==> src/rtl/sort_pkg.sv <==
// Shared types and default sizes for the bitonic sorter output stage.
package sort_pkg;

  // Drain controller states: IDLE waits for a vector, DRAIN streams it out.
  typedef enum logic {
    IDLE  = 1'b0,
    DRAIN = 1'b1
  } drain_state_t;

  localparam int WIDTH   = 8;
  localparam int INDEX   = 8;
  localparam int INDEX_W = 3;

endpackage

==> src/rtl/sort_drain.sv <==
// sort_drain: buffers one sorted vector and streams it out one element per
// beat with index and last-beat flag. Back-to-back vectors are accepted on
// the final beat so the stream has no bubble.
// Build option: define SORT_DRAIN_DESC_EN to emit elements in descending
// order (highest buffer position first); ports are identical in both builds.
module sort_drain
  import sort_pkg::*;
#(
  parameter int width       = WIDTH,
  parameter int index       = INDEX,
  parameter int index_width = INDEX_W
) (
  input  logic                   clk,
  input  logic                   rst_n,
  input  logic                   in_valid,
  output logic                   in_ready,
  input  logic [width-1:0]       in_data [0:index-1],
  output logic                   out_valid,
  input  logic                   out_ready,
  output logic [width-1:0]       out_data,
  output logic [index_width-1:0] out_idx,
  output logic                   out_last,
  output logic                   busy
);

`ifdef SORT_DRAIN_DESC_EN
  // Descending: start at the top of the buffer and count down to 0.
  localparam logic [index_width-1:0] START_CNT = index_width'(index - 1);
  localparam logic [index_width-1:0] LAST_CNT  = '0;
`else
  // Ascending: start at element 0 (smallest) and count up.
  localparam logic [index_width-1:0] START_CNT = '0;
  localparam logic [index_width-1:0] LAST_CNT  = index_width'(index - 1);
`endif

  drain_state_t           state_q, state_d;
  logic [index_width-1:0] cnt_q, cnt_d;
  logic [width-1:0]       buf_q [0:index-1];

  logic draining;
  logic is_last;
  logic beat;
  logic load;
  logic [index_width-1:0] cnt_adv;

  // Handshake decode; in_ready depends on out_ready combinationally so a new
  // vector can be taken on the same cycle the last element leaves.
  always_comb begin
    draining  = (state_q == DRAIN);
    is_last   = draining && (cnt_q == LAST_CNT);
    beat      = draining && out_ready;
    in_ready  = (state_q == IDLE) || (is_last && out_ready);
    load      = in_valid && in_ready;
`ifdef SORT_DRAIN_DESC_EN
    cnt_adv   = cnt_q - 1'b1;
`else
    cnt_adv   = cnt_q + 1'b1;
`endif
  end

  // Next-state and counter update: load wins, otherwise advance on a beat,
  // returning to IDLE after the last beat when nothing new is offered.
  always_comb begin
    state_d = state_q;
    cnt_d   = cnt_q;
    if (load) begin
      state_d = DRAIN;
      cnt_d   = START_CNT;
    end else if (beat) begin
      if (is_last) begin
        state_d = IDLE;
        cnt_d   = '0;
      end else begin
        cnt_d   = cnt_adv;
      end
    end
  end

  // Controller state and element counter registers.
  always_ff @(posedge clk or negedge rst_n) begin
    if (!rst_n) begin
      state_q <= IDLE;
      cnt_q   <= '0;
    end else begin
      state_q <= state_d;
      cnt_q   <= cnt_d;
    end
  end

  // Vector buffer: written only when a new vector is accepted, so it never
  // changes mid-drain.
  for (genvar gi = 0; gi < index; gi++) begin : g_buf
    always_ff @(posedge clk or negedge rst_n) begin
      if (!rst_n) begin
        buf_q[gi] <= '0;
      end else if (load) begin
        buf_q[gi] <= in_data[gi];
      end
    end
  end

  // Outputs come straight from registers; nothing from in_data reaches them
  // in the same cycle.
  always_comb begin
    out_valid = draining;
    out_data  = buf_q[cnt_q];
    out_idx   = cnt_q;
    out_last  = is_last;
    busy      = draining;
  end

endmodule

==> config.mk <==
export PLATFORM = sky130hd
export DESIGN_NAME = sort_drain
export DESIGN_NICKNAME = d
export VERILOG_FILES = /design/src/rtl/sort_pkg.sv /design/src/rtl/sort_drain.sv
export SDC_FILE = /design/constraint.sdc
export NUM_CORES = 1
export LEC_CHECK = 0
export ABC_CLOCK_PERIOD_IN_PS = 2300
export CAP_MARGIN = 20
export CORE_MARGIN = 1
export CORE_UTILIZATION = 49
export DETAILED_ROUTE_END_ITERATION = 8
export HOLD_SLACK_MARGIN = 0.05
export PLACE_DENSITY_LB_ADDON = 0.05
export SETUP_SLACK_MARGIN = 0.5
export SKIP_LAST_GASP = 1
export SYNTH_ARGS = -nofsm -noshare
export SYNTH_HDL_FRONTEND = slang
export SYNTH_SLANG_ARGS = --single-unit
==> constraint.sdc <==
create_clock -name clk -period 2.3 [get_ports clk]
set_input_delay 0.46 -clock clk [delete_from_list [all_inputs] [get_ports clk]]
set_output_delay 0.46 -clock clk [all_outputs]
set_load 0.1 [all_outputs]
**Word level (Yosys, flattened, before mapping)**

Index checks and enable logic that the tools add are counted.

- Add/sub/neg operators: 1
- $lt $le $gt $ge: 1
- Eq/ne operators: 1
- Multiplexer cells: 9
- Bitwise logic cells: 2
- Reductions and logical operators: 8

Operators by type and width:

| operator | count |
|---|---|
| $bmux 8 s3 | 1 |
| $mux 8 | 2 |
| $mux 3 | 3 |
| $ge 4x4->1 const B | 1 |
| $logic_and 1x1->1 | 4 |
| $not 3->4 | 1 |
| $reduce_bool 2->1 | 2 |
| $add 3x1->3 const B | 1 |
| $eq 3x3->1 const B | 1 |
| $mux 1 | 3 |
| $reduce_and 2->1 | 1 |
| $logic_or 1x1->1 | 1 |
| $not 1->1 | 1 |

- Flip-flop bits (word level): 68
- Input bits: 68
- Output and inout bits: 15

**Depth between registers and ports, before layout**

Gate-level depths: netlist of the first run.

- Word-level depth: 7
- Mapped depth: 6
- Gate-level depth less buffers: 5

**Worst setup path after synthesis of the first run**

No wires, ideal clock.

- Path kind: register to register
- Start point: register cnt_q[0] (netlist: out_idx[0])
- End point: register buf_q[23] (netlist bit)
- Library setup time: 0.128 ns
- Arrival time: 2.595 ns
- Data required time: 2.172 ns
- Path slack: -0.423 ns
- Cell stages (with the launch flop): 7
- Path buffers: 1
- Period minus slack after synthesis: 2.723 ns
- Cell sequence: dfrtp_1 > ha_1 > ha_1 > a21bo_2 > nand2_4 > buf_4 > mux2_1

- Word-level cells in the longest chain between the ends: 5

RTL lines:

| what | line | RTL |
|---|---|---|
| start: declaration | sort_drain.sv:37 | `logic [index_width-1:0] cnt_q, cnt_d;` |
| start signal: assignment | sort_drain.sv:86 | `cnt_q <= cnt_d;` |
| $eq 3x3->1 | sort_drain.sv:50 | `is_last = draining && (cnt_q == LAST_CNT);` |
| $logic_and 1x1->1 | sort_drain.sv:50 |  |
| $logic_and 1x1->1 | sort_drain.sv:52 | `in_ready = (state_q == IDLE) \|\| (is_last && out_ready);` |
| $logic_or 1x1->1 | sort_drain.sv:52 |  |
| via in_ready | sort_drain.sv:16 | `output logic in_ready,` |
| $logic_and 1x1->1 | sort_drain.sv:53 | `load = in_valid && in_ready;` |
| end signal: indexed assignment | sort_drain.sv:97 | `buf_q[gi] <= in_data[gi];` |
| end: declaration | sort_drain.sv:38 | `logic [width-1:0] buf_q [0:index-1];` |

The timed path passes the listed nets, and every way through them passes these cells.
A chain may end at the register's enable or synchronous reset.

**Worst setup path in the final report of the first run**

- Start point: register cnt_q[0] (netlist: out_idx[0])
- End point: output out_data[6]

- Word-level cells in the longest chain between the ends: 4

RTL lines:

| what | line | RTL |
|---|---|---|
| $not 3->4 (implied by the code) | sort_drain.sv:106 | `out_data = buf_q[cnt_q];` |
| $bmux 8 s3 | sort_drain.sv:106 |  |
| $mux 8 (implied by the code) (2 in series) | sort_drain.sv:106 |  |
| end: declaration | sort_drain.sv:20 | `output logic [width-1:0] out_data,` |

No other way between the ends. The select of a mux whose other input is x is not followed.

==> results of run 1 <==
## cells by family (layout without fill, tap and decap cells)
family | count (synthesis) | after routing | share of synthesized area, %
fa+ha+maj | 2 | 2 | 0.790
compound gates | 6 | 6 | 1.46
simple gates | 9 | 10 | 1.50
buf+inv | 14 | 133 | 3.32
flops | 68 | 68 | 53.7
mux | 89 | 89 | 39.2
## cell type report
type,instances,area [um^2],share of cell area (%)
clock buffers,10,138,2.87
clock inverters,6,30.0,0.626
inverters,2,7.51,0.157
multi-input cells,107,1410,29.3
flip-flops and latches,68,1710,35.8
well taps,75,93.8,1.96
repair buffers,115,1410,29.3
## per-layer routing
layer | vias to the layer above | global-route usage (%) | wire [um]
li1 | 932 | - | -
met1 | 1060 | 30.8 | 3100
met2 | 63 | 36.6 | 3360
met3 | 12 | 4.62 | 353
met4 | 0 | 10.9 | 137
met5 | - | 0 | 0
## where the power goes
group | internal, mW | switching, mW
Combinational | 2.29 | 2.31
Clock | 0.409 | 0.433
Sequential | 1.79 | 0.393
## through the flow
step                hold WS [ns]  worst slack (ns)
floorplan                  0.164            0.0258
global placement           0.472            0.0632
detailed placement         0.478            0.0561
CTS                        0.150            -0.122
global route               0.175            -0.165
finish                     0.134            -0.112
## critical path: cells and delay by family, from the launching register on
family                 cells  cell delay [ns]
muxes                      2             0.79
buffers and inverters      2             0.33
DFF                        1             0.50
## how the worst min path moves through the flow
stage	from	to	slack (ns)	cells past startpoint
after detailed placement	buf_q[22]	buf_q[22]	0.48	1
final	rst_n	buf_q[2]	0.13	1
after floorplan	rst_n	buf_q[0]	0.16	0
after global placement	buf_q[22]	buf_q[22]	0.47	1
after global routing	rst_n	buf_q[10]	0.17	1
after CTS	rst_n	buf_q[2]	0.15	1
## placed cells by master, fill, tap and decap left out
cell and instances:
a21bo_4 1, a21oi_1 1, a22o_1 1, a22o_2 1, a31oi_1 1, and2_4 1, buf_12 21, buf_16 2
buf_2 1, buf_4 10, buf_6 14, bufbuf_16 1, clkbuf_8 10, clkdlybuf4s50_1 66, clkinv_2 6, dfrtp_1 64
dfrtp_2 1, dfrtp_4 3, ha_1 1, ha_2 1, inv_1 2, mux2_1 2, mux2_2 56, mux2_4 15
mux4_1 2, mux4_2 14, nand2_1 3, nand2_8 2, nand2b_1 1, nand3_1 1, nor2_1 2, o22ai_1 1
## flip-flops by register name, summed over array words and instances (netlist names)
name and cells:
out_idx 3, busy 1, buf_q 64
## repair_timing
item,4_1_cts,5_1_grt
setup endpoints to repair,75,78
setup buffers,18,2
gates resized for setup,26,7
gates cloned,4,0
pin swaps,1,1
==> flow_metrics.env, run 1 <==
export IMPL_final_cell_area_um2=4790
export IMPL_reg2reg_depth=9
export IMPL_antenna_found_initial=0
export IMPL_cts_hold_buf=0
export IMPL_setup_ws_ns=-0.112
export IMPL_final_layout_size_suffix_gt1_share_pct=51.9
export IMPL_tritoncts="yes"
export IMPL_clk_insertion_delay_late_ns=0.34
export IMPL_crit_type="reg2out"
export IMPL_drtPass1Iterations=4
export IMPL_synth_edff_count=0
export IMPL_outcome="complete, but fails checks"
export IMPL_drv_slew=0
export IMPL_period_needed_ns=2.41
export IMPL_synthTopCellsByCount="dfrtp_1, mux2_2, mux4_1"
export IMPL_ant_nets=0
export IMPL_vias=2067
export IMPL_setup_violations=56
export IMPL_postPlaceCellArea_um2=4240
export IMPL_hold_path_class="in2async"
export IMPL_cp_max_fo=8
export IMPL_syn_num_nets=258
export IMPL_path_common_cell="buf_12"
export IMPL_globalplace_congestion=0.753
export IMPL_ys_types=25
export IMPL_path_cells="buf_12, mux4_2, mux2_4, buf_12"
export IMPL_violations="setup timing"
export IMPL_vdd_ir_drop_max_mv=1.57
export IMPL_area_delta_synth_final_pct=51.3
export IMPL_grt_max_degree=29
export IMPL_rsz0062_at_grt="true"
export IMPL_wl_mm=6.95
export IMPL_cp_arrival_ns=1.95
export IMPL_stdcell_count=383
export IMPL_root_buffer="clkbuf_8"
export IMPL_drc_errors=0
export IMPL_io_pins=83
export IMPL_endpoint_kind="primary output"
export IMPL_die_area_um2=6790
export IMPL_nNetsFinal=373
export IMPL_cts_buffers=9
export IMPL_synth_seq_cells=68
export IMPL_hold_viol_final=0
export IMPL_synth_ff_type="dfrtp_1"
export IMPL_startpoint="out_idx[0]"
export IMPL_routedWlPerCell_um=18.2
export IMPL_slew_headroom_pct=57.6
export IMPL_grt_first_pass_wirelength_mm=10.9
export IMPL_clock_sinks=68
export IMPL_drt_iter0_drc=100
export IMPL_r2r_end="buf_q[5]"
export IMPL_seq_area_frac_synth_pct=53.7
export IMPL_worst_ep_required_time_ns=1.84
export IMPL_utilization_pct=79.1
export IMPL_core_area_um2=6060
export IMPL_grt_pass1_vias=2130
export IMPL_period_share_pct=105
export IMPL_finalPower_mw=7.62
export IMPL_p_leak_nw=2.14
export IMPL_rows=28
export IMPL_io_buffers=82
export IMPL_critPathCapture="out_data[6]"
export IMPL_tightest_slew_ns=0.636
export IMPL_cts_htree_levels=3
export IMPL_skew_ns=0.00979
export IMPL_timing_reg2reg_setup_slack_ns=-0.07
export IMPL_yosysWarnings=0
export IMPL_cts_buffer_depth=2
export IMPL_viasPerCell=5.40
export IMPL_maxCapViolCount=0
export IMPL_slowest_stage="dfrtp_4"
export IMPL_power_density_nw_per_um2=1590
export IMPL_synthMostInstantiatedCell="dfrtp_1"
export IMPL_nFillCells=367
export IMPL_synth_top_cell_by_area="dfrtp_1"
export IMPL_diodes=0
export IMPL_grt_util_all_layers_pct=23.2
export IMPL_die_height_um=82.4
export IMPL_place_inst=343
export IMPL_async_flop_share_pct=100
export IMPL_fmax_ghz=0.415
export IMPL_overflow=0
export IMPL_fin_tns_setup_ns=-2.53
export IMPL_synth_top_area_share_pct=53.7
export IMPL_die_x_um=82.4
export IMPL_synthCells=188
export IMPL_startpoint_type="register"
export IMPL_detailed_place_hpwl_mm=4.52
export IMPL_ys_top_cells_by_area="dfrtp_1, mux2_2, mux4_1"
export IMPL_path_clk_slew_ns=0.08
export IMPL_netlist_area_um2=3170
export IMPL_initial_core_util_pct=52.3
export IMPL_crit_path_max_incr_delay_ns=0.50
export IMPL_r2r_start="out_idx[0]"
export IMPL_avgSynthCellArea_um2=16.9
(Power assumes the default switching activity.)
==> run 2, diff against run 1 <==
Settings changed: CORE_MARGIN 1 to unset, REMOVE_ABC_BUFFERS set to 1.
==> flow_metrics.env, run 2 (same netlist as run 1, synthesis figures left out) <==
export IMPL_violations="setup timing"
export IMPL_slowest_stage="mux4_2"
export IMPL_viasPerCell=5.65
export IMPL_timing_reg2reg_setup_slack_ns=0.03
export IMPL_detailed_place_hpwl_mm=4.37
export IMPL_endpoint_kind="primary output"
export IMPL_hold_viol_final=0
export IMPL_tightest_slew_ns=0.500
export IMPL_hold_path_class="in2async"
export IMPL_cts_htree_levels=3
export IMPL_setup_ws_ns=-0.108
export IMPL_overflow=0
export IMPL_outcome="complete, but fails checks"
export IMPL_cts_buffers=9
export IMPL_routedWlPerCell_um=22.3
export IMPL_die_height_um=82.4
export IMPL_cts_hold_buf=0
export IMPL_core_area_um2=6060
export IMPL_grt_util_all_layers_pct=25.7
export IMPL_drtPass1Iterations=4
export IMPL_antenna_found_initial=0
export IMPL_diodes=0
export IMPL_p_leak_nw=2.45
export IMPL_drc_errors=0
export IMPL_reg2reg_depth=11
export IMPL_path_cells="buf_6, mux4_2, mux2_4, buf_12"
export IMPL_io_pins=83
export IMPL_postPlaceCellArea_um2=4250
export IMPL_hold_ws_ns=0.116
export IMPL_largest_reg_flops=64
export IMPL_nFillCells=291
export IMPL_clk_insertion_delay_late_ns=0.35
export IMPL_clock_sinks=68
export IMPL_area_delta_synth_final_pct=62.0
export IMPL_seq_power_share_pct=26.5
export IMPL_rows=28
export IMPL_wl_mm=8.58
export IMPL_critPathTopFamily="multiplexers"
export IMPL_r2r_start="out_idx[0]"
export IMPL_vias=2177
export IMPL_nNetsFinal=375
export IMPL_initial_core_util_pct=52.3
export IMPL_vdd_ir_drop_max_mv=1.54
export IMPL_io_buffers=82
export IMPL_maxCapViolCount=0
export IMPL_period_needed_ns=2.41
export IMPL_crit_path_max_incr_delay_ns=0.52
export IMPL_final_layout_size_suffix_gt1_share_pct=51.6
export IMPL_layout_commonest_cell="mux2_4"
export IMPL_ant_nets=0
export IMPL_path_clk_slew_ns=0.08
export IMPL_intPower_mw=4.88
export IMPL_slew_headroom_pct=66.5
export IMPL_cp_max_fo=6
export IMPL_largest_register="buf_q"
export IMPL_cp_arrival_ns=1.95
export IMPL_die_x_um=82.4
export IMPL_p_clk_share_pct=10.5
export IMPL_grt_max_degree=69
export IMPL_skew_ns=0.0113
export IMPL_cp_num_buf_inv=2
export IMPL_grt_first_pass_wirelength_mm=12.3
export IMPL_globalplace_congestion=0.742
export IMPL_p_sw_mw=3.36
export IMPL_worst_ep_required_time_ns=1.84
export IMPL_die_area_um2=6790
export IMPL_power_density_nw_per_um2=1610
export IMPL_drv_slew=0
export IMPL_startpoint_type="register"
export IMPL_root_buffer="clkbuf_8"
export IMPL_final_cell_area_um2=5130
export IMPL_rsz0062_at_grt="true"
export IMPL_final_cell_mix="mux2_4, dfrtp_1, clkdlybuf4s50_1"
export IMPL_period_share_pct=105
export IMPL_r2r_end="buf_q[39]"
export IMPL_cp_depth=4
export IMPL_cts_buffer_depth=2
export IMPL_crit_type="reg2out"
export IMPL_fmax_ghz=0.415
export IMPL_tritoncts="yes"
export IMPL_power_switching_share_pct=40.8
export IMPL_p_comb_share_pct=63.0
export IMPL_drt_iter0_drc=110
export IMPL_grt_pass1_vias=2362
export IMPL_setup_violations=8
-- run 2: metal layers --
metal	wire [um]	track usage, %	share of wire, %	vias up
met2	4260	40.8	50	92
met1	3660	33.4	43	1128
li1	-	-	-	935
met3	450	5.27	5.2	22
met5	0	0	0	-
met4	211	13.5	2.5	0
-- run 2: worst register-to-register path: stages (launching register included) --
cell     delay (ns)
dfrtp_1        0.44
buf_6          0.17
buf_6          0.12
ha_4           0.16
ha_4           0.16
a21bo_4        0.24
buf_12         0.14
nand2_8        0.09
buf_12         0.12
buf_12         0.11
buf_16         0.12
mux2_4         0.29
-- run 2: worst max path at each step --
stage	startpoint	end
floorplan	out_idx[0]	buf_q[22]
global placement	out_idx[0]	buf_q[8]
detailed placement	out_idx[0]	buf_q[62]
CTS	out_idx[0]	out_data[0]
global route	out_idx[0]	out_data[0]
finish	out_idx[0]	out_data[0]
-- run 2: power groups by stage --
stage / registers (mW) / logic [mW] / clock network [mW]
after floorplan: 2.29 / 2.68 / 0
after global routing: 2.23 / 5.39 / 0.923
after detailed placement: 2.08 / 4.37 / 0
after global placement: 2.06 / 4.30 / 0
after CTS: 2.11 / 4.92 / 0.857
final: 2.18 / 5.19 / 0.869
-- run 2: layout make-up --
class	instances	area (um^2)	share of cell area, %
Inverter	2	7.51	0.146
Tap cell	75	93.8	1.83
Timing Repair Buffer	117	1530	29.8
Clock buffer	14	153	2.97
Multi-Input combinational cell	107	1630	31.8
Sequential cell	68	1700	33.2
Clock inverter	2	10.0	0.195
-- run 2: through the flow --
| stage | setup TNS, ns | std cells | power [mW] | util (%) | worst slack, ns |
|---|---|---|---|---|---|
| after floorplan | -82.96 | 176 | 4.97 | - | -1.21 |
| after global placement | 0 | 345 | 6.36 | 70.0 | 0.241 |
| after detailed placement | 0 | 345 | 6.45 | 70.0 | 0.179 |
| after CTS | -0.508 | 382 | 7.88 | 81.8 | -0.0763 |
| after global routing | -1.27 | 385 | 8.55 | 84.7 | -0.163 |
| final | -0.746 | 385 | 8.24 | 84.7 | -0.108 |
-- run 2: repair_timing --
item,CTS,global route
gates cloned,9,0
pin swaps,1,1
endpoints found under the hold margin,0,0
setup endpoints to repair,74,74
setup buffers,12,3
resized for setup,69,33
==> run 3, diff against run 2 <==
Settings changed: CORE_ASPECT_RATIO set to 0.7.
==> flow_metrics.env, run 3 (same netlist as run 1, synthesis figures left out) <==
export IMPL_outcome="complete, but fails checks"
export IMPL_violations="DRC, setup timing"
export IMPL_tritoncts="yes"
export IMPL_p_comb_share_pct=58.6
export IMPL_p_sw_mw=3.15
export IMPL_cp_max_fo=10
export IMPL_drtPass1Iterations=6
export IMPL_viasPerCell=5.42
export IMPL_period_share_pct=108
export IMPL_rows=24
export IMPL_wl_mm=7.51
export IMPL_largest_reg_flops=64
export IMPL_diodes=0
export IMPL_finalPower_mw=8.03
export IMPL_pre_cts_ws_ns=0.178
export IMPL_cts_htree_levels=3
export IMPL_cts_buffers=9
export IMPL_multi_input_area_um2=1370
export IMPL_detailed_place_hpwl_mm=4.29
export IMPL_io_pins=83
export IMPL_p_leak_nw=2.17
export IMPL_grt_pass1_vias=2283
export IMPL_worst_ep_required_time_ns=1.84
export IMPL_path_clk_slew_ns=0.07
export IMPL_cts_buffer_depth=2
export IMPL_nFillCells=354
export IMPL_ant_nets=0
export IMPL_startpoint_type="register"
export IMPL_endpoint_kind="primary output"
export IMPL_die_area_um2=6800
export IMPL_area_delta_synth_final_pct=53.1
export IMPL_seq_power_share_pct=26.2
export IMPL_seq_area_um2=1700
export IMPL_period_needed_ns=2.48
export IMPL_fmax_ghz=0.403
export IMPL_place_inst=347
export IMPL_overflow=0
export IMPL_hold_path_class="in2async"
export IMPL_hold_viol_final=0
export IMPL_cp_arrival_ns=2.02
export IMPL_stdcell_count=379
export IMPL_initial_core_util_pct=50.7
export IMPL_grt_util_all_layers_pct=24.2
export IMPL_drt_iter0_drc=104
export IMPL_setup_violations=20
export IMPL_core_area_um2=6250
export IMPL_globalplace_congestion=0.768
export IMPL_intPower_mw=4.87
export IMPL_tightest_slew_ns=0.305
export IMPL_vias=2054
export IMPL_grt_first_pass_wirelength_mm=12.2
export IMPL_die_height_um=69.3
export IMPL_io_buffers=82
export IMPL_skew_ns=0.00314
export IMPL_clock_sinks=68
export IMPL_final_layout_size_suffix_gt1_share_pct=46.2
export IMPL_drc_errors=4
export IMPL_vdd_ir_drop_max_mv=0.875
export IMPL_p_clk_share_pct=15.2
export IMPL_slew_headroom_pct=79.7
export IMPL_largest_register="buf_q"
export IMPL_drv_slew=0
export IMPL_nNetsFinal=366
export IMPL_setup_ws_ns=-0.179
export IMPL_power_density_nw_per_um2=1650
export IMPL_postPlaceCellArea_um2=4250
export IMPL_clk_insertion_delay_late_ns=0.34
export IMPL_antenna_found_initial=0
export IMPL_final_cell_area_um2=4850
export IMPL_die_x_um=98.1
export IMPL_root_buffer="clkbuf_8"
export IMPL_rsz0062_at_grt="true"
export IMPL_routedWlPerCell_um=19.8
export IMPL_crit_type="reg2out"
export IMPL_grt_max_degree=44
export IMPL_maxCapViolCount=0
export IMPL_final_cell_mix="dfrtp_1, clkdlybuf4s50_1, mux2_2"
export IMPL_power_switching_share_pct=39.3
==> run 3: cell types whose count changed in the layout (fill, tap and decap cells not counted), moves of 4 or more <==
| cell | previous run | this run |
|---|---|---|
| buf_6 | 9 | 1 |
| mux4_2 | 16 | 10 |
| mux2_2 | 1 | 58 |
| mux2_4 | 72 | 8 |
| mux2_1 | 0 | 7 |
| buf_12 | 23 | 18 |
| bufbuf_16 | 0 | 4 |
| mux4_1 | 0 | 6 |
==> run 3: layer usage <==
| metal | wire length (um) | share of wire, % | GRT usage, % |
|---|---|---|---|
| met2 | 3750 | 50 | 40.0 |
| met5 | 0 | 0 | 0 |
| met1 | 3330 | 44 | 32.4 |
| met3 | 371 | 4.9 | 6.45 |
| met4 | 53 | 0.71 | 5.39 |
==> run 3: repair_timing <==
action,in CTS,in global routing
pin swaps,1,0
hold buffers,1,0
setup buffers,6,1
setup endpoints to repair,74,76
endpoints found under the hold margin,1,0
resized for setup,14,3
gates cloned,8,0
==> run 3: worst paths after layout <==
path                            startpoint   endpoint  slack (ns)  depth (start not counted)
worst min register to register   buf_q[55]  buf_q[55]        0.49                          1
min in group clk                 buf_q[55]  buf_q[55]        0.49                          1
max in group asynchronous            rst_n   buf_q[5]        1.35                          3
worst max register to register  out_idx[0]  buf_q[18]       -0.10                          9
worst max-delay path            out_idx[0]   out_last       -0.18                          7
worst min-delay path                 rst_n   buf_q[3]        0.45                          2
==> run 3: critical path, cell delays in order, from the launching register on <==
cell     delay, ns
dfrtp_2       0.47
buf_12        0.17
buf_4         0.14
ha_1          0.20
ha_2          0.19
buf_4         0.15
and2_1        0.18
buf_12        0.17
==> run 3: layout make-up <==
class                   instances  share of cell area [%]
clock buffers                  12                    3.20
clock inverters                 4                    1.96
multi-input cells             106                    28.3
repair buffers                109                    29.3
flip-flops and latches         68                    35.1
inverters                       2                   0.155
well taps                      78                    2.01
==> run 3: power by group through the flow <==
stage                     clock (mW)  combinational [mW]  sequential, mW
after detailed placement           0                4.40            2.09
after global placement             0                4.33            2.07
after CTS                       1.23                4.68            2.08
after global routing            1.29                4.87            2.18
final                           1.22                4.70            2.10
after floorplan                    0                2.68            2.29
==> run 3: stage by stage <==
stage	util (%)	hold WS, ns	setup TNS, ns
after floorplan	-	0.164	-82.96
after global placement	68.1	0.272	0
after detailed placement	68.1	0.268	0
after CTS	77.5	0.447	-1.12
after global routing	77.7	0.460	-3.06
final	77.7	0.451	-2.23
==> RTL change 1 (settings of run 1) <==
Build with the macro `SORT_DRAIN_DESC_EN` defined.
--- a/src/rtl/sort_drain.sv
+++ b/src/rtl/sort_drain.sv
@@ -3,6 +3,8 @@
 // the final beat so the stream has no bubble.
 // Build option: define SORT_DRAIN_DESC_EN to emit elements in descending
 // order (highest buffer position first); ports are identical in both builds.
+`define SORT_DRAIN_DESC_EN
+
 module sort_drain
   import sort_pkg::*;
 #(
Behaviour: not the same (a bounded check fails within 4 cycles, from zero or initial values and one cycle with rst_n low).
==> RTL change 1 against run 1 <==
Routed wire length rose by 12%; synthesized area rose by 9.4%; utilization fell by 1.2 points; total power rose by 14%; worst setup slack improved by 0.14 ns; via count rose by 6.0%; sequential cell count did not move; global-route usage rose by 0.49 points; cell area rose by 10%; critical path type unchanged; non-clock buffer count rose by 1; cell count rose by 11%.
==> RTL change 1: results (changes against run 1) <==
GLOBAL_ROUTE_WIRE_LENGTH_BEFORE_REPAIR_UM=12900  # was 10900 µm
NETLIST_TOP_CELLS_COUNT='68 x sky130_fd_sc_hd__dfrtp_1, 60 x sky130_fd_sc_hd__mux2_4, 26 x sky130_fd_sc_hd__nand2_1'  # was 68 x sky130_fd_sc_hd__dfrtp_1, 59 x sky130_fd_sc_hd__mux2_2, 9 x sky130_fd_sc_hd__mux4_1
POST_ROUTE_CELLS_DRIVE_ABOVE_1_SHARE_PCT=53.2  # was 51.9%
R2R_SETUP_SLACK_NS=0.07  # was -0.07 ns
CRITICAL_PATH.REG2REG.ENDPOINT='buf_q[29]'  # was buf_q[5]
RR_STARTPOINT='out_idx[1]'  # was out_idx[0]
VDD.IR_DROP.WORST_uV=744  # was 1570 µV
PLACE.GP.CONGESTION=0.725  # was 0.753
CRITICAL-PATH-MAX-STAGE-DELAY_NS=0.54  # was 0.50 ns
LAYOUT.NETS=396  # was 373
MET2_WL_POST_DR_UM=3790  # was 3360 µm
AVGVIACOUNTPERCELL=5.13  # was 5.40
POST_SYNTH_MAIN_AREA_CONTRIBUTORS='sky130_fd_sc_hd__dfrtp_1 49%, sky130_fd_sc_hd__mux2_4 26%, sky130_fd_sc_hd__mux4_2 8.5%'  # was sky130_fd_sc_hd__dfrtp_1 54%, sky130_fd_sc_hd__mux2_2 21%, sky130_fd_sc_hd__mux4_1 7.5%
ALL_LAYER_GR_USAGE_PCT=23.7  # was 23.2%
POSTPLACECELLAREA_MM2=0.00470  # was 0.00424 mm²
FIRST_GLOBAL_VIAS=2428  # was 2130
ROUTE.FINAL.WIRE_LENGTH_UM=7800  # was 6950 µm
WORST_MAX_SLEW_PIN_SLEW_NS=0.307  # was 0.636 ns
WL_PER_CELL_UM=18.3  # was 18.2 µm
POWER_LEAKAGE_uW=0.00233  # was 0.00214 µW
PLACE_INST=388  # was 343
REG2REGPATHDEPTH=11  # was 9
DP_HPWL_UM=4860  # was 4520 µm
GRT_START_MAX_NET_PINS=45  # was 29
FINAL.SETUP_SKEW_NS=0.0130  # was 0.00979 ns
NETLIST-CELL-TYPE-COUNT=29  # was 25
AVGSYNTHCELLAREA_UM2=16.3  # was 16.9 µm²
RUN_STATUS='completed'  # was finished, violations left
METAL3_WL_UM=270  # was 353 µm
SEQ_AREA_FRAC_SYNTH_PCT=49.1  # was 53.7%
CPMAXSTAGEDELAYCELL='sky130_fd_sc_hd__mux4_2'  # was sky130_fd_sc_hd__dfrtp_4
LARGEST_REGISTER_FF_COUNT=64  # unchanged
## RTL change 1: changes by cell type in the layout (fill, tap and decap cells not counted), sizes merged, moves of 3 or more
cell and change:
nand2 +21, mux2 -9, clkinv -4, inv +3, o21ai +3
## RTL change 1: power breakdown
part,leakage (µW),switching [µW],internal (µW),total [µW]
registers,0.000820,369,1800,2170
logic,0.00141,2790,2710,5500
clock network,0.0000995,486,539,1030
total,0.00233,3650,5050,8700
## RTL change 1: area by class of cell
type                    count  area [µm²]
clock buffers              10         138
clock inverters             6        71.3
fillers                   406        1500
inverters                   4        18.8
multi-input cells         127        1810
flip-flops and latches     68        1710
well taps                  96         120
repair buffers            116        1420
## RTL change 1: metrics by stage
step	utilization (%)	total power [µW]	worst slack [ns]	hold WS (ns)
final	77.9	8700	0.0274	0.104
after global routing	77.9	9080	-0.0320	0.111
after CTS	77.7	8680	0.0181	0.0994
after detailed placement	69.2	7180	0.180	0.472
after global placement	69.2	7120	0.211	0.471
after floorplan	-	5890	0.0318	0.164
## RTL change 1: layer usage
| metal | global-route usage (%) | vias to the layer above |
|---|---|---|
| li1 | - | 1001 |
| met1 | 31.7 | 1106 |
| met2 | 37.8 | 66 |
| met3 | 5.20 | 19 |
| met4 | 9.24 | 0 |
| met5 | 0 | - |
## RTL change 1: cells by family (layout without fill, tap and decap cells)
group           Yosys count  after routing  synth area share, %
buf+inv                  18            136                 5.67
simple gates             35             35                 4.48
fa+ha+maj                 2              2                0.722
compound gates           10             10                 1.99
mux                      80             80                 38.0
flops                    68             68                 49.1
## RTL change 1: timing repair
action	in CTS	in global routing
pin swaps	14	3
gates cloned	3	0
resized for setup	20	5
endpoints found under the setup margin	73	79
buffers inserted	20	0
==> RTL change 2 (settings of run 1) <==
Made on the original files. Reset style: synchronous (`rst_n`), changed in 2 clocked blocks.
--- a/src/rtl/sort_drain.sv
+++ b/src/rtl/sort_drain.sv
@@ -77,7 +77,7 @@
   end
 
   // Controller state and element counter registers.
-  always_ff @(posedge clk or negedge rst_n) begin
+  always_ff @(posedge clk) begin
     if (!rst_n) begin
       state_q <= IDLE;
       cnt_q   <= '0;
@@ -90,7 +90,7 @@
   // Vector buffer: written only when a new vector is accepted, so it never
   // changes mid-drain.
   for (genvar gi = 0; gi < index; gi++) begin : g_buf
-    always_ff @(posedge clk or negedge rst_n) begin
+    always_ff @(posedge clk) begin
       if (!rst_n) begin
         buf_q[gi] <= '0;
       end else if (load) begin
Behaviour: differs if rst_n is asserted again (counterexample within 4 cycles, from zero or initial values and one cycle with rst_n low); with rst_n held inactive, the same outputs for 10 cycles.
==> RTL change 2 against run 1 <==
The run still ends with negative setup slack left; fmax rose by 3.1%; sequential cell count increased by 3; cell area down 2.7%; die area grew 7.3%; cell count fell by 3.7%; register-to-register slack better by 0.63 ns; worst setup slack improved by 0.071 ns; critical endpoint is now out_data[7]; synthesized area grew 7.5%; routed wire length grew 0.16%.
Power is not compared: it rests on default switching activity, and its combinational part moved more than twofold at a synthesized area within 25%.
==> RTL change 2: results (changes against run 1) <==
FINAL.SIGNAL_BUFFER_COUNT=96  # was 115
AVGSYNTHCELLAREA_UM2=16.7  # was 16.9 µm²
POST_ROUTE_CELLS_DRIVE_ABOVE_1_SHARE_PCT=29.4  # was 51.9%
RUN_STATUS='finished, violations left'  # unchanged
MULTI_INPUT_AREA_SHARE_PCT=26.5  # was 29.3%
NONCLOCKINVERTERCOUNT=3  # was 2
POST-CTS-SETUP-BUFFERS=3  # was 18
ALL_LAYER_GR_USAGE_PCT=20.4  # was 23.2%
SETUP_VIOL_COUNT_FINAL=5  # was 56
CRITICAL_PATH.MAX_FANOUT=6  # was 8
COMB.MULTI_INPUT.COUNT=103  # was 107
SYNTH_COMPOUND_GATE_AREA_SHARE_PCT=2.28  # was 1.46%
AREA_SHARE_CLOCK_BUF_INV_PCT=4.08  # was 3.50%
TIMING.FINAL.WS_SETUP_NS=-0.0404  # was -0.112 ns
FAILING_CHECKS='negative setup slack'  # unchanged
CTSRESIZECOUNT=6  # was 26
HOLDWS_NS=0.477  # was 0.134 ns
DP_HPWL_UM=4490  # was 4520 µm
FIN_TNS_SETUP_NS=-0.119  # was -2.53 ns
SYNTH_EDF_COUNT=64  # was 0
SYN_NETS=274  # was 258
WORST_MAX_SLEW_PIN_SLEW_NS=0.608  # was 0.636 ns
GRT_START_MAX_NET_PINS=46  # was 29
ROUTE.FINAL.WIRE_LENGTH_UM=6970  # was 6950 µm
AVGVIACOUNTPERCELL=5.87  # was 5.40
RTL change 2: changes by cell type after synthesis, moves of 3 or more:
cell / delta
sky130_fd_sc_hd__mux2_2: -51
sky130_fd_sc_hd__mux2_4: -7
sky130_fd_sc_hd__buf_4: -6
sky130_fd_sc_hd__dfxtp_1: +7
sky130_fd_sc_hd__mux4_1: +4
sky130_fd_sc_hd__edfxtp_1: +64
sky130_fd_sc_hd__mux2_1: -7
sky130_fd_sc_hd__mux4_2: -4
sky130_fd_sc_hd__nand2_1: -3
sky130_fd_sc_hd__and4_1: +64
sky130_fd_sc_hd__clkbuf_1: +19
sky130_fd_sc_hd__dfrtp_1: -68
RTL change 2: metal layers:
layer | GRT usage [%] | routed length (µm) | share of wire (%)
met1 | 30.3 | 3360 | 48
met2 | 30.1 | 3200 | 46
met3 | 4.57 | 333 | 4.8
met4 | 6.36 | 68 | 0.98
met5 | 0 | 0 | 0
